**src/rtl/dmem_arbiter.sv**
```systemverilog
// Two-port data-memory arbiter (port 0 = core, port 1 = loader) with lock-hold FSM and registered read data.
// Build option DMEM_ARB_RR_EN: round-robin conflict resolution; otherwise port 0 always wins conflicts.
module dmem_arbiter #(
  parameter int AW = 32,
  parameter int DW = 32
) (
  input  logic            clk,
  input  logic            rst_n,
  input  logic [1:0]      req_valid,
  output logic [1:0]      req_ready,
  input  logic [1:0]      req_we,
  input  logic [1:0]      req_lock,
  input  logic [2*AW-1:0] req_addr,
  input  logic [2*DW-1:0] req_wdata,
  output logic [1:0]      rsp_valid,
  output logic [DW-1:0]   rsp_rdata,
  output logic            mem_we,
  output logic [AW-1:0]   mem_a,
  output logic [DW-1:0]   mem_wd,
  input  logic [DW-1:0]   mem_rd,
  output logic [1:0]      dbg_state
);

  // Handshake: a transfer on port i happens in the cycle where req_valid[i] && req_ready[i];
  // req_ready is never high without req_valid, at most one bit is high, and responses
  // (rsp_valid pulse one cycle later) cannot be stalled.

  typedef enum logic [1:0] {
    ST_IDLE  = 2'd0,
    ST_LOCK0 = 2'd1,
    ST_LOCK1 = 2'd2
  } state_t;

  state_t state_q, state_d;

  logic [1:0]    grant;
  logic          accept;
  logic          sel;
  logic          sel_we;
  logic          sel_lock;
  logic          conflict_pick;
  logic [AW-1:0] addr0, addr1;
  logic [DW-1:0] wdata0, wdata1;

  assign addr0  = req_addr[AW-1:0];
  assign addr1  = req_addr[2*AW-1:AW];
  assign wdata0 = req_wdata[DW-1:0];
  assign wdata1 = req_wdata[2*DW-1:DW];

`ifdef DMEM_ARB_RR_EN
  logic last_q;  // index of the port most recently accepted

  assign conflict_pick = ~last_q;

  always_ff @(posedge clk or negedge rst_n) begin
    if (!rst_n) begin
      last_q <= 1'b1;
    end else if (accept) begin
      last_q <= sel;
    end
  end
`else
  assign conflict_pick = 1'b0;
`endif

  always_comb begin
    grant = 2'b00;
    case (state_q)
      ST_IDLE: begin
        if (&req_valid) begin
          grant = conflict_pick ? 2'b10 : 2'b01;
        end else begin
          grant = req_valid;
        end
      end
      ST_LOCK0: grant = {1'b0, req_valid[0]};
      ST_LOCK1: grant = {req_valid[1], 1'b0};
      default:  grant = 2'b00;
    endcase
  end

  // Ready is masked by rst_n directly so nothing is granted while reset is held.
  assign req_ready = rst_n ? grant : 2'b00;
  assign accept    = |req_ready;
  assign sel       = req_ready[1];
  assign sel_we    = sel ? req_we[1]   : req_we[0];
  assign sel_lock  = sel ? req_lock[1] : req_lock[0];

  assign mem_a  = sel ? addr1  : addr0;
  assign mem_wd = sel ? wdata1 : wdata0;
  assign mem_we = accept & sel_we;

  always_comb begin
    state_d = state_q;
    case (state_q)
      ST_IDLE: begin
        if (accept && sel_lock) begin
          state_d = sel ? ST_LOCK1 : ST_LOCK0;
        end
      end
      ST_LOCK0: begin
        if (req_ready[0] && !req_lock[0]) begin
          state_d = ST_IDLE;
        end
      end
      ST_LOCK1: begin
        if (req_ready[1] && !req_lock[1]) begin
          state_d = ST_IDLE;
        end
      end
      default: state_d = ST_IDLE;
    endcase
  end

  always_ff @(posedge clk or negedge rst_n) begin
    if (!rst_n) begin
      state_q   <= ST_IDLE;
      rsp_valid <= 2'b00;
      rsp_rdata <= '0;
    end else begin
      state_q   <= state_d;
      rsp_valid <= req_ready;
      if (accept) begin
        rsp_rdata <= sel_we ? '0 : mem_rd;
      end
    end
  end

  assign dbg_state = state_q;

  a_one_accept : assert property (@(posedge clk) disable iff (!rst_n) $onehot0(req_ready));
  a_ready_needs_valid : assert property (@(posedge clk) disable iff (!rst_n) (req_ready & ~req_valid) == 2'b00);

endmodule

```
**config.mk**
```make
export PLATFORM = sky130hd
export DESIGN_NAME = dmem_arbiter
export DESIGN_NICKNAME = d
export VERILOG_FILES = /design/src/rtl/dmem_arbiter.sv
export SDC_FILE = /design/constraint.sdc
export NUM_CORES = 1
export LEC_CHECK = 0
export CORE_AREA = 2 2 105 107
export CTS_CLUSTER_SIZE = 30
export DETAILED_ROUTE_END_ITERATION = 8
export DIE_AREA = 0 0 107 109
export PLACE_DENSITY = 0.68
export SYNTH_ARGS = -nofsm -noshare
export SYNTH_HDL_FRONTEND = slang
export SYNTH_SLANG_ARGS = --single-unit
export TNS_END_PERCENT = 100
```
**constraint.sdc**
```tcl
create_clock -name clk -period 2.9 [get_ports clk]
set_clock_uncertainty 0.1 [all_clocks]
set_input_delay 0.58 -clock clk [delete_from_list [all_inputs] [get_ports clk]]
set_output_delay 0.58 -clock clk [all_outputs]
set_load 0.005 [all_outputs]
```
==> reports/qor.yml <==
ys.warnings.count: 0
hold_class: "in2async"
period_share_pct: 98.9
crit_path_start_kind: "input pin"
viasPerCell: 4.20
syn_nets: 331
num_vias: 2541
drtIter0Drc: 62
final_net_count: 632
final_common_cell: "clkdlybuf4s50_1"
endpoint_kind: "primary output"
p_leak_nw: 2.60
grt_pass1_vias: 2579
fill_cells: 952
multi_input_area_mm2: 0.00131
initial_utilization_pct: 21.7
grtUsageTotal_pct: 15.1
cts_buffers: 5
place_congestion: 0.745
die_height_um: 109
firstDrtPassIters: 4
avgSynthCellArea_um2: 14.1
drv_cap: 0
r2r_cells: 16
synth.area.mux_share_pct: 39.3
cp.arrival_ps: 2190
finalCriticalPeriod_ps: 2870
synth_xor_area_share_pct: 0
ctsRootBufferMaster: "clkbuf_8"
dp_hpwl_um: 8150
synth-compound-area-share_pct: 14.0
cp_max_fo: 6
area_growth_pct: 140
port_buffers: 270
wl_um: 10200
worst_pin_slew_ps: 484
synth_top_cell_by_area: "dfrtp_1"
required_ps: 2220
yosysSeqAreaShare_pct: 39.1
slew_headroom_pct: 67.7
slew_viol_final: 0
grt_max_degree: 42
final-hold-violation-count: 0
netlist.area_leader.share_pct: 39.1
wire_per_inst_um: 16.8
postRouteAntennaNets: 0
post-route-drc-count: 0
ctsLongestPathBuffers: 2
synthesis.area_mm2: 0.00230
ys_top_cells_by_area: "dfrtp_1 39%, mux2_4 32%, a22o_1 13%, mux2_2 7.3%, buf_6 2.9%"
dpl-instance-area_mm2: 0.00521
finalSetupTns_ps: 0
htreeDepth: 2
final_cell_mix: "206 x clkdlybuf4s50_1, 49 x mux2_4, 46 x dlygate4sd2_1"
core_area_mm2: 0.0106
cts_tree: "done"
path_class: "in2out"
synth-simple-area-share_pct: 3.15
drive_gt1_share_pct: 25.2
grt_pass1_wl_um: 13400
gr-total-overflow: 0
p_per_area_mw_per_mm2: 350
antennaDiodeCount: 0
cts_hold_buf: 0
synth_top_family_by_area: "multiplexers"
clk_pin_slew_ps: 80
clock_latency_ps: 280
antenna_found_initial: 0
setup_viol: 0
ys_seq_elements: 36
max_clock_freq_mhz: 349
seqCellArea_um2: 901
row_count: 38
ir_drop_v: 0.000242
synth.distinct_cells: 22
die-area_mm2: 0.0117
synth_cells: 163
cts.sinks: 36
synth_fa_ha_area_share_pct: 0
design_area_mm2: 0.00552
dieWidth_um: 107
outcome: "finished, final reports clean"
pin_count: 271
[cell families (layout without fill, tap and decap cells)]
logic type | count (synthesis) | after routing
multiplexers | 64 | 64
flip-flops | 36 | 36
buffers and inverters | 14 | 316
AO/OA/AOI/OAI | 37 | 37
AND/OR/NAND/NOR | 12 | 12
[synthesized netlist by cell type]
library cell,n
a21oi_1,1
a22o_1,33
and2_1,1
and2b_4,1
buf_2,4
buf_6,6
clkbuf_1,3
dfrtp_1,36
inv_1,1
mux2_2,15
mux2_4,49
nand2_1,3
nand3_1,1
nand3b_1,1
nand4bb_1,1
nor2_1,1
nor2b_1,1
nor3_1,1
o21ai_1,1
o21ba_2,1
o31ai_2,1
or2_1,1
[area by class of cell]
type / instances / area share (%)
clock buffers: 5 / 1.25
clock inverters: 3 / 0.340
inverters: 1 / 0.0680
multi-input cells: 113 / 23.8
flip-flops and latches: 36 / 16.3
well taps: 140 / 3.17
repair buffers: 307 / 55.1
[power breakdown]
part / total [mW] / internal (mW) / switching (mW)
clock network: 0.343 / 0.167 / 0.176
registers: 0.639 / 0.587 / 0.0521
logic: 0.950 / 0.680 / 0.271
[stage by stage]
| step | power (mW) | setup WS [ps] | instances | hold WS [ps] | utilization (%) |
|---|---|---|---|---|---|
| global route | 2.04 | -0.943 | 605 | 403 | 52.1 |
| global placement | 1.58 | -252 | 573 | 385 | 49.2 |
| finish | 1.93 | 32.7 | 605 | 379 | 52.1 |
| CTS | 1.92 | -73.8 | 594 | 404 | 50.6 |
| floorplan | 0.948 | 656 | 163 | 184 | - |
| detailed placement | 1.58 | -272 | 573 | 381 | 49.2 |
[worst paths after layout]
check	from	endpoint	slack [ps]
worst min-delay path	rst_n	rsp_rdata[17]$_DFFE_PN0P_	380
max in group asynchronous	rst_n	dbg_state[1]$_DFFE_PN0P_	1990
worst max-delay path	req_valid[0]	mem_a[15]	30
worst min register to register	dbg_state[1]$_DFFE_PN0P_	dbg_state[0]$_DFFE_PN0P_	390
worst max register to register	dbg_state[0]$_DFFE_PN0P_	rsp_rdata[23]$_DFFE_PN0P_	110
min in group clk	dbg_state[1]$_DFFE_PN0P_	dbg_state[0]$_DFFE_PN0P_	390
[per-layer routing]
metal | up-vias | global-route usage, % | routed length [µm]
li1 | 1219 | - | -
met1 | 1177 | 16.7 | 3920
met2 | 134 | 27.9 | 5260
met3 | 11 | 4.54 | 808
met4 | 0 | 4.55 | 192
met5 | - | 0 | 0
[repair_timing]
action	CTS	global route
buffers inserted	12	8
cloned	1	4
resized for setup	63	28
setup endpoints to repair	66	41
pin swaps	0	5
[critical path, cell delays in order]
cell             delay (ps)
dlygate4sd2_1           250
and2b_4                 160
or2_4                   310
buf_16                  170
mux2_4                  280
clkdlybuf4s50_1         440
[state kept, by name, summed over array words and instances, names as in the netlist]
name and flops:
dbg_state 2, rsp_rdata 32, rsp_valid 2
Power figures use the tool's default switching activity.
